===== config.mk =====
export PLATFORM = sky130hd
export DESIGN_NAME = rx_to_mem_flat
export DESIGN_NICKNAME = d
export VERILOG_FILES = /design/src/rtl/uart_pkg.sv /design/src/rtl/rx_to_mem_if.sv /design/src/rtl/rx_to_mem_uart_rx_core.sv /design/src/rtl/rx_to_mem.sv /design/src/flat_wrapper.sv
export SDC_FILE = /design/constraint.sdc
export NUM_CORES = 1
export LEC_CHECK = 0
export CORE_ASPECT_RATIO = 1.2
export CORE_MARGIN = 8
export CORE_UTILIZATION = 60
export CTS_BUF_LIST = sky130_fd_sc_hd__clkbuf_8
export DETAILED_ROUTE_END_ITERATION = 10
export PLACE_DENSITY = 0.81
export SKIP_LAST_GASP = 1
export SLEW_MARGIN = 5
export SYNTH_ARGS = -nofsm -noshare
export SYNTH_HDL_FRONTEND = slang
export SYNTH_SLANG_ARGS = --single-unit

===== constraint.sdc =====
create_clock -name clk -period 2 [get_ports clk]
set_input_delay 0.3 -clock clk [delete_from_list [all_inputs] [get_ports clk]]
set_output_delay 0.3 -clock clk [all_outputs]
set_load 0.05 [all_outputs]

===== src/rtl/uart_pkg.sv =====
// Shared UART definitions for the receive (rx_to_mem) and transmit (MEM_to_TX) paths.
// Holds the frame format, the bit-timing helper and the receiver state encoding.
package uart_pkg;

   localparam int unsigned UART_DATA_BITS = 8;
   localparam int unsigned UART_STOP_BITS = 1;

   typedef enum logic [2:0] {
      RX_IDLE  = 3'd0,
      RX_START = 3'd1,
      RX_DATA  = 3'd2,
      RX_STOP  = 3'd3,
      RX_WRITE = 3'd4
   } rx_state_e;

   function automatic int unsigned clks_per_bit(input int unsigned clk_freq,
                                                input int unsigned baud);
      return clk_freq / baud;
   endfunction

endpackage


===== src/rtl/rx_to_mem_if.sv =====
// Matrix-memory write bus driven by rx_to_mem, plus its load status flags.
interface rx_to_mem_if #(
   parameter int unsigned ADDR_W = 4,
   parameter int unsigned DATA_W = 8
);
   logic              mem_we;
   logic              mem_sel;
   logic [ADDR_W-1:0] mem_addr;
   logic [DATA_W-1:0] mem_wdata;
   logic              load_done;
   logic              frame_err;

   modport master (
      output mem_we, mem_sel, mem_addr, mem_wdata, load_done, frame_err
   );

   modport slave (
      input mem_we, mem_sel, mem_addr, mem_wdata, load_done, frame_err
   );
endinterface


===== src/rtl/rx_to_mem_uart_rx_core.sv =====
// 8N1 receive engine: two-flop synchroniser and mid-bit sampling state machine.
// Emits combinational one-cycle pulses at the confirming sample points.
module uart_rx_core
   import uart_pkg::*;
#(
   parameter int unsigned CLKS_PER_BIT = 10
) (
   input  logic                      clk,
   input  logic                      rst,
   input  logic                      rx_data,
   output logic                      o_byte_valid,
   output logic [UART_DATA_BITS-1:0] o_byte_data,
   output logic                      o_frame_err,
   output logic                      o_start_ok
);

   localparam int unsigned CNT_W = $clog2(CLKS_PER_BIT + 1);
   localparam int unsigned IDX_W = $clog2(UART_DATA_BITS);

   rx_state_e                 r_state;
   rx_state_e                 w_state_nxt;
   logic [1:0]                r_sync;
   logic [CNT_W-1:0]          r_cnt;
   logic [IDX_W-1:0]          r_bit_idx;
   logic [UART_DATA_BITS-1:0] r_shift;
   logic                      w_rx_s;
   logic                      w_mid;
   logic                      w_full;

   assign w_rx_s      = r_sync[1];
   assign w_mid       = (r_cnt == CNT_W'(CLKS_PER_BIT / 2));
   assign w_full      = (r_cnt == CNT_W'(CLKS_PER_BIT - 1));
   assign o_byte_data = r_shift;

   always_ff @(posedge clk or negedge rst) begin
      if (!rst) begin
         r_sync  <= 2'b11;
         r_state <= RX_IDLE;
      end else begin
         r_sync  <= {r_sync[0], rx_data};
         r_state <= w_state_nxt;
      end
   end

   always_comb begin
      w_state_nxt  = r_state;
      o_byte_valid = 1'b0;
      o_frame_err  = 1'b0;
      o_start_ok   = 1'b0;
      case (r_state)
         RX_IDLE: begin
            if (!w_rx_s) w_state_nxt = RX_START;
         end
         RX_START: begin
            if (w_mid) begin
               if (w_rx_s) begin
                  w_state_nxt = RX_IDLE;
               end else begin
                  w_state_nxt = RX_DATA;
                  o_start_ok  = 1'b1;
               end
            end
         end
         RX_DATA: begin
            if (w_full && (r_bit_idx == IDX_W'(UART_DATA_BITS - 1)))
               w_state_nxt = RX_STOP;
         end
         RX_STOP: begin
            if (w_full) begin
               if (w_rx_s) begin
                  w_state_nxt  = RX_WRITE;
                  o_byte_valid = 1'b1;
               end else begin
                  w_state_nxt  = RX_IDLE;
                  o_frame_err  = 1'b1;
               end
            end
         end
         RX_WRITE: w_state_nxt = RX_IDLE;
         default:  w_state_nxt = RX_IDLE;
      endcase
   end

   // Counter restarts at the mid start bit, so each full count lands mid-bit.
   always_ff @(posedge clk or negedge rst) begin
      if (!rst) begin
         r_cnt     <= '0;
         r_bit_idx <= '0;
         r_shift   <= '0;
      end else begin
         case (r_state)
            RX_START: r_cnt <= w_mid ? '0 : r_cnt + CNT_W'(1);
            RX_DATA: begin
               if (w_full) begin
                  r_cnt     <= '0;
                  r_bit_idx <= r_bit_idx + IDX_W'(1);
                  r_shift   <= {w_rx_s, r_shift[UART_DATA_BITS-1:1]};
               end else begin
                  r_cnt <= r_cnt + CNT_W'(1);
               end
            end
            RX_STOP: r_cnt <= w_full ? '0 : r_cnt + CNT_W'(1);
            default: begin
               r_cnt     <= '0;
               r_bit_idx <= '0;
            end
         endcase
      end
   end

endmodule


===== src/rtl/rx_to_mem.sv =====
// Loads matrices A then B (row-major) from UART bytes; one element per byte.
// Write strobe lands in the receiver's WRITE cycle, one clock after the stop sample.
module rx_to_mem
   import uart_pkg::*;
#(
   parameter int unsigned CLK_FREQ = 100_000_000,
   parameter int unsigned BAUD     = 9600,
   parameter int unsigned N        = 3,
   parameter int unsigned DATA_W   = 8,
   parameter int unsigned ADDR_W   = 4
) (
   input  logic         clk,
   input  logic         rst,
   input  logic         rx_data,
   rx_to_mem_if.master  bus
);

   localparam int unsigned NN    = N * N;
   localparam int unsigned CNT_W = $clog2(2 * NN);

   logic                      w_byte_valid;
   logic [UART_DATA_BITS-1:0] w_byte_data;
   logic                      w_frame_err;
   logic                      w_start_ok;
   logic                      w_sel;
   logic [CNT_W-1:0]          w_idx;

   logic [CNT_W-1:0]  r_elem_cnt;
   logic              r_mem_we;
   logic              r_mem_sel;
   logic [ADDR_W-1:0] r_mem_addr;
   logic [DATA_W-1:0] r_mem_wdata;
   logic              r_load_done;
   logic              r_frame_err;

   uart_rx_core #(
      .CLKS_PER_BIT (clks_per_bit(CLK_FREQ, BAUD))
   ) u_rx_core (
      .clk          (clk),
      .rst          (rst),
      .rx_data      (rx_data),
      .o_byte_valid (w_byte_valid),
      .o_byte_data  (w_byte_data),
      .o_frame_err  (w_frame_err),
      .o_start_ok   (w_start_ok)
   );

   assign w_sel = (r_elem_cnt >= CNT_W'(NN));
   assign w_idx = w_sel ? (r_elem_cnt - CNT_W'(NN)) : r_elem_cnt;

   always_ff @(posedge clk or negedge rst) begin
      if (!rst) begin
         r_elem_cnt  <= '0;
         r_mem_we    <= 1'b0;
         r_mem_sel   <= 1'b0;
         r_mem_addr  <= '0;
         r_mem_wdata <= '0;
         r_load_done <= 1'b0;
         r_frame_err <= 1'b0;
      end else begin
         r_mem_we    <= w_byte_valid;
         r_frame_err <= w_frame_err;
         if (w_byte_valid) begin
            r_mem_sel   <= w_sel;
            r_mem_addr  <= ADDR_W'(w_idx);
            r_mem_wdata <= DATA_W'(w_byte_data);
            r_elem_cnt  <= (r_elem_cnt == CNT_W'(2 * NN - 1)) ? '0
                                                              : r_elem_cnt + CNT_W'(1);
         end
         // Last element is B[NN-1]; its write cycle sets load_done on the next edge.
         if (w_start_ok)
            r_load_done <= 1'b0;
         else if (r_mem_we && r_mem_sel && (r_mem_addr == ADDR_W'(NN - 1)))
            r_load_done <= 1'b1;
      end
   end

   assign bus.mem_we    = r_mem_we;
   assign bus.mem_sel   = r_mem_sel;
   assign bus.mem_addr  = r_mem_addr;
   assign bus.mem_wdata = r_mem_wdata;
   assign bus.load_done = r_load_done;
   assign bus.frame_err = r_frame_err;

endmodule


===== src/flat_wrapper.sv =====
// flat-port wrapper written by rule: the top's interface ports become plain ports
module rx_to_mem_flat import uart_pkg::*;
#(
   parameter int unsigned CLK_FREQ = 100_000_000,
   parameter int unsigned BAUD     = 9600,
   parameter int unsigned N        = 3,
   parameter int unsigned DATA_W   = 8,
   parameter int unsigned ADDR_W   = 4
)
  (clk, rst, rx_data, bus_mem_we, bus_mem_sel, bus_mem_addr, bus_mem_wdata, bus_load_done, bus_frame_err);
  rx_to_mem_if #(.ADDR_W(ADDR_W), .DATA_W(DATA_W)) bus_i ();
  input  logic clk;
  input  logic rst;
  input  logic rx_data;
  output wire logic [$bits(bus_i.mem_we)-1:0] bus_mem_we;
  output wire logic [$bits(bus_i.mem_sel)-1:0] bus_mem_sel;
  output wire logic [$bits(bus_i.mem_addr)-1:0] bus_mem_addr;
  output wire logic [$bits(bus_i.mem_wdata)-1:0] bus_mem_wdata;
  output wire logic [$bits(bus_i.load_done)-1:0] bus_load_done;
  output wire logic [$bits(bus_i.frame_err)-1:0] bus_frame_err;
  assign bus_mem_we = bus_i.mem_we;
  assign bus_mem_sel = bus_i.mem_sel;
  assign bus_mem_addr = bus_i.mem_addr;
  assign bus_mem_wdata = bus_i.mem_wdata;
  assign bus_load_done = bus_i.load_done;
  assign bus_frame_err = bus_i.frame_err;
  rx_to_mem #(.CLK_FREQ(CLK_FREQ), .BAUD(BAUD), .N(N), .DATA_W(DATA_W), .ADDR_W(ADDR_W)) u_core (.clk(clk), .rst(rst), .rx_data(rx_data), .bus(bus_i));
endmodule

; Word level (Yosys, flattened, before mapping)
; Index checks and enable logic that the tools add are counted.
[classes]
addsub = 4
reduce_logical = 10
mux = 24
eq_ne = 13
bitwise = 1
n_lt_le_gt_ge = 1
[op_table]
columns = cell, n
row1 = 14-bit two-way mux, 2
row2 = 14-bit one-hot mux with 2 select lines, 1
row3 = 3-bit two-way mux, 6
row4 = 14-bit by 1-bit adder with 14-bit output (second input constant), 1
row5 = 14-bit by 13-bit == test with 1-bit output (second input constant), 1
row6 = 14-bit == test (second input constant), 1
row7 = 3-bit one-hot mux with 4 select lines, 1
row8 = 1-bit two-way mux, 10
row9 = 2-bit inequality test (second input constant), 5
row10 = 3-bit by 2-bit == test with 1-bit output (second input constant), 2
row11 = 3-bit one-hot mux with 2 select lines, 1
row12 = 5-bit by 1-bit adder with 5-bit output (second input constant), 1
row13 = 5-bit == test (second input constant), 1
row14 = 5-bit by 4-bit greater-or-equal comparator with 1-bit output (second input constant), 1
row15 = 5-bit two-way mux, 1
row16 = 4-bit == test (second input constant), 1
row17 = 4-bit two-way mux, 1
row18 = 2-bit AND reduction, 2
row19 = 4-bit AND reduction, 1
row20 = 2-bit OR reduction, 2
row21 = 4-bit subtractor (second input constant), 1
row22 = 3-bit by 1-bit adder with 3-bit output (second input constant), 1
row23 = 3-bit by 1-bit == test with 1-bit output (second input constant), 1
row24 = 3-bit == test (second input constant), 1
row25 = other kinds (5), 7
[totals]
word_cells = 65
input_bits = 3
out_inout_bits = 16
register_bits = 51

; Depth between registers and ports, before layout
; Gate-level depths: netlist (run 1).
[depth]
depth_word = 4
mapped_depth = 7
depth_no_buf = 6

; By module
; A second synthesis (run 1) with hierarchy kept.
[unflattened]
cells_unflattened = 216
area_unflattened_um2 = 2474.9
[modules_own_cells]
columns = module, n_inst, area_each_um2, cells_each
row1 = uart_rx_core, 1, 1516.5, 132
row2 = rx_to_mem, 1, 958.4, 84

; Worst setup path before layout (run 1)
; No wires, ideal clock.
[synth_timing]
path_kind = flip-flop to flip-flop
start = reg u_core.u_rx_core.r_cnt[0]
end = reg u_core.r_mem_wdata[0] (netlist: u_core.bus.mem_wdata[0])
path_buffers = 2
slack_ps = 259
arrival_time_ps = 1616
setup_ps = 125
stages_incl_launch_ff = 8
cell_sequence = dfrtp_1 ha_1 and3_1 buf_2 nand4_4 nor2_8 buf_12 mux2_4
[synth_via]
elab_chain_cells = 3
[synth_lines]
columns = element, line_no
row1 = start: declaration, rx_to_mem_uart_rx_core.sv:23  ; logic [CNT_W-1:0] r_cnt;
row2 = start signal: assignment, rx_to_mem_uart_rx_core.sv:92  ; RX_START: r_cnt <= w_mid ? '0 : r_cnt + CNT_W'(1);
row3 = start signal: assignment, rx_to_mem_uart_rx_core.sv:99  ; r_cnt <= r_cnt + CNT_W'(1);
row4 = start signal: assignment, rx_to_mem_uart_rx_core.sv:102  ; RX_STOP: r_cnt <= w_full ? '0 : r_cnt + CNT_W'(1);
row5 = 14-bit == test, rx_to_mem_uart_rx_core.sv:32  ; assign w_full = (r_cnt == CNT_W'(CLKS_PER_BIT - 1));
row6 = 1-bit two-way mux, rx_to_mem_uart_rx_core.sv:69  ; if (w_full) begin
row7 = 1-bit two-way mux, rx_to_mem_uart_rx_core.sv:50  ; case (r_state)
row8 = end signal: assignment, rx_to_mem.sv:66  ; r_mem_wdata <= DATA_W'(w_byte_data);
row9 = end: declaration, rx_to_mem.sv:32  ; logic [DATA_W-1:0] r_mem_wdata;
; Every way passes these cells.
; A chain may end at the register's enable or synchronous reset.

; Worst setup path after layout (run 1)
[layout_timing]
start = reg u_core.u_rx_core.r_state[2]
end = reg u_core.r_elem_cnt[2]
[layout_via]
elab_chain_cells = 2
[layout_lines]
columns = element, line_no
row1 = start: declaration, rx_to_mem_uart_rx_core.sv:20  ; rx_state_e r_state;
row2 = start signal: assignment, rx_to_mem_uart_rx_core.sv:41  ; r_state <= w_state_nxt;
row3 = 3-bit by 2-bit == test with 1-bit output, rx_to_mem_uart_rx_core.sv:50
row4 = 1-bit two-way mux, rx_to_mem_uart_rx_core.sv:50
row5 = end signal: assignment, rx_to_mem.sv:67  ; r_elem_cnt <= (r_elem_cnt == CNT_W'(2 * NN - 1)) ? '0
row6 = end: declaration, rx_to_mem.sv:28  ; logic [CNT_W-1:0] r_elem_cnt;
; Every way passes these cells.

==> qor.csv, run 1 <==
metric,value,unit
outcome,completed,
route.final.wire_length,4900,um
antenna_found_initial,0,
clock_tree_root,clkbuf_8,
num-nets-final,261,
setup-violations-final,0,
syn_inst,226,
track_usage,15.3,%
ir_worst_vdd,0.403,mV
synth_area_per_cell,11.7,um^2
synth_fp_nets,236,
fin_crit,1.88,ns
grt_first_pass_wirelength,8390,um
post_layout_nonfiller_instances,308,
detail_route.iter0.violations,129,
maxSlewHeadroom,58.3,%
setup.worst_path.class,reg -> reg,
final_worst_slack,0.117,ns
leakage,1.35,nW
fin_worst_skew,0.0109,ns
hold_path.class,in -> async,
synth_top_family_by_area,simple AND/OR/NAND/NOR gates,
synth-warning-count,0,
cts_sinks,51,
synth_edf_count,0,
pre_cts_worst_setup_slack,0.0148,ns
post_detailed_route_drc_marker_count,0,
synth_mux_area_share,11.8,%
place_congestion,0.791,
maxSlewViolCount,0,
finalCritPeriodShare,94.1,%
dp.cells,297,
globalRouteOverflowTotal,0,
synth_xor_area_share,4.63,%
area_share_of_fa_ha_maj_cells_after_synthesis,3.31,%
drive_gt1_share,22.2,%
tritoncts,done,
clk_transition_reported_paths,0.10,ns
routedWlPerCell,15.9,um
n_antenna_cell,0,
startpoint_type,flop,
synth_compound_gate_area_share,5.81,%
initial_utilization,62.2,%
grt_pass1_vias,1774,
rows,26,
cts_buffer_depth,2,
viasPerCell,5.60,
synthArstFlopShare,100,%
worst-endpoint-required,2.20,ns
route.top_layer_used,met4,
met3_wirelength,217,um
grt_max_degree,52,
yosys.area_share.simple,22.2,%
pwr_density_cell,589,mW/mm^2
ys_ff_latch,51,
totalNegativeSetupSlack,0,ns
route.met2.wl,2530,um
tritoncts.num_buffers,5,
design_area,0.00302,mm^2
io_pins,19,
placement.io_buffers,18,
maxClockFrequency,0.531,GHz
grt_setup_unrepaired,no,
critPathMaxFanout,6,
clk_latency,0.31,ns
clock_tree.htree_level_count,2,
detailed_place_hpwl,3490,um
fill_cells,301,
synth_seq_area_share,48.3,%
dominantRegCellSynth,dfrtp_1,
timing_worst_slew_pin_value,0.626,ns
crit_arrival,2.08,ns
routedLengthMet1,2090,um
coreArea,0.00426,mm^2
via_count_of_the_routed_design,1726,
final_core_utilization,70.9,%
die_height,88.8,um
max_cap_viol_count,0,
end_kind,flop,
drt_pre_antenna_iters,4,
die_x,76.7,um
area_growth_syn_to_layout,14.0,%
placedInstanceArea,0.00288,mm^2
mappedNetlistArea,0.00265,mm^2
drtAntennaViolNets,0,
postCtsHoldBufs,0,
design.die.area,0.00681,mm^2
ys_types,55,
hold_viol,0,
through the flow:
| step | hold WS [ns] | total power [mW] |
|---|---|---|
| 2_1_floorplan | 0.00441 | 1.06 |
| 3_3_place_gp | 0.346 | 1.08 |
| 3_5_place_dp | 0.348 | 1.08 |
| 4_1_cts | 0.104 | 1.81 |
| 5_1_grt | 0.142 | 1.85 |
| 6_report | 0.0834 | 1.78 |
flip-flops by register name (all words and copies together) (netlist names), 2 cells and up:
signal,flops
u_core.u_rx_core.o_byte_data,8
u_core.u_rx_core.r_state,3
u_core.u_rx_core.r_cnt,14
u_core.u_rx_core.r_bit_idx,3
u_core.u_rx_core.r_sync,2
u_core.bus.mem_wdata,8
u_core.r_elem_cnt,5
u_core.bus.mem_addr,4
what timing repair did:
action	in CTS	in global routing
endpoints found under the setup margin	0	19
setup buffers	0	2
resized for setup	0	2
critical path: stages (launching register included):
cell     delay, ns
dfrtp_1       0.46
and2b_1       0.33
nand3_2       0.23
buf_4         0.23
nor3_1        0.17
mux2_2        0.36
power breakdown:
part           leakage, nW  total, mW  switching, mW  internal (mW)
Clock               0.0548      0.719          0.343          0.377
Sequential           0.691       1.04        0.00243           1.03
Combinational        0.603     0.0236         0.0194        0.00421
routing by layer:
| metal | vias to the layer above | track usage (%) |
|---|---|---|
| met1 | 836 | 16.7 |
| met2 | 32 | 26.9 |
| met4 | 0 | 6.65 |
| li1 | 851 | - |
| met3 | 7 | 4.98 |
| met5 | - | 0 |
layout make-up:
| cell class | count | area [um^2] | area share, % |
|---|---|---|---|
| timing repair buffer | 27 | 243 | 8.03 |
| inverter | 10 | 37.5 | 1.24 |
| multi-input combinational | 156 | 1280 | 42.3 |
| tap | 56 | 70.1 | 2.32 |
| clock buffer | 5 | 68.8 | 2.28 |
| clock inverter | 3 | 46.3 | 1.53 |
| sequential | 51 | 1280 | 42.3 |
cell usage after synthesis, types with 2 or more instances:
cell | n | share of area, %
mux2_2 | 5 | 2.1
a31oi_1 | 3 | 0.71
nor4_1 | 6 | 1.4
xor2_1 | 2 | 0.66
nand3_1 | 6 | 1.1
buf_4 | 2 | 0.57
o31ai_1 | 2 | 0.57
nand4_1 | 5 | 1.2
nand2b_1 | 4 | 0.94
ha_1 | 7 | 3.3
clkbuf_1 | 4 | 0.57
mux2_4 | 15 | 8.5
xnor2_1 | 12 | 4.0
a21oi_1 | 3 | 0.57
mux2i_1 | 3 | 1.1
o21ai_0 | 4 | 0.76
dfstp_2 | 2 | 2.0
nor2_4 | 2 | 0.85
nand2_1 | 7 | 0.99
nor3_1 | 10 | 1.9
nor2_1 | 25 | 3.5
and3_1 | 2 | 0.47
nor2b_1 | 3 | 0.71
inv_1 | 10 | 1.4
nor4b_1 | 4 | 1.3
dfrtp_1 | 49 | 46
cells by family (layout without fill, tap and decap cells):
group           count (synthesis)  count (layout)
fa+ha+maj                       7               7
compound gates                 20              20
mux                            23              23
simple gates                   91              92
flops                          51              51
xor+xnor                       14              14
buf+inv                        20              45
final timing paths:
| path | startpoint | end | slack, ns | cells after the start |
|---|---|---|---|---|
| worst max-delay path | u_core.u_rx_core.r_state[2]$_DFFE_PN0P_ | u_core.r_elem_cnt[2]$_DFFE_PN0P_ | 0.12 | 5 |
| worst min-delay path | rst | u_core.bus.mem_addr[0]$_DFFE_PN0P_ | 0.08 | 2 |
| worst max register to register | u_core.u_rx_core.r_state[2]$_DFFE_PN0P_ | u_core.r_elem_cnt[2]$_DFFE_PN0P_ | 0.12 | 5 |
| worst min register to register | u_core.u_rx_core.r_sync[0]$_DFF_PN1_ | u_core.u_rx_core.r_sync[1]$_DFF_PN1_ | 0.36 | 0 |
| max in group asynchronous | rst | u_core.u_rx_core.r_cnt[10]$_DFF_PN0_ | 1.49 | 2 |
| min in group clk | u_core.u_rx_core.r_sync[0]$_DFF_PN1_ | u_core.u_rx_core.r_sync[1]$_DFF_PN1_ | 0.36 | 0 |
layout by cell type (no fill, tap or decap), types with 6 or more instances in the layout:
cell / netlist / routed
buf_4: 2 / 9
clkdlybuf4s50_1: 0 / 17
dfrtp_1: 49 / 49
ha_1: 7 / 7
inv_1: 10 / 10
mux2_4: 15 / 15
nand2_1: 7 / 7
nand3_1: 6 / 6
nor2_1: 25 / 25
nor3_1: 10 / 10
nor4_1: 6 / 6
xnor2_1: 12 / 12
(Power assumes the default switching activity.)
==> run 2, diff against run 1 <==
--- a/config.mk
+++ b/config.mk
@@ -9,6 +9,7 @@
 export CORE_MARGIN = 8
 export CORE_UTILIZATION = 60
 export CTS_BUF_LIST = sky130_fd_sc_hd__clkbuf_8
+export CTS_CLUSTER_DIAMETER = 60
 export DETAILED_ROUTE_END_ITERATION = 10
 export PLACE_DENSITY = 0.81
 export SKIP_LAST_GASP = 1
==> results of run 2 <==
Final layout, timing and power as in run 1 (identical DEF).
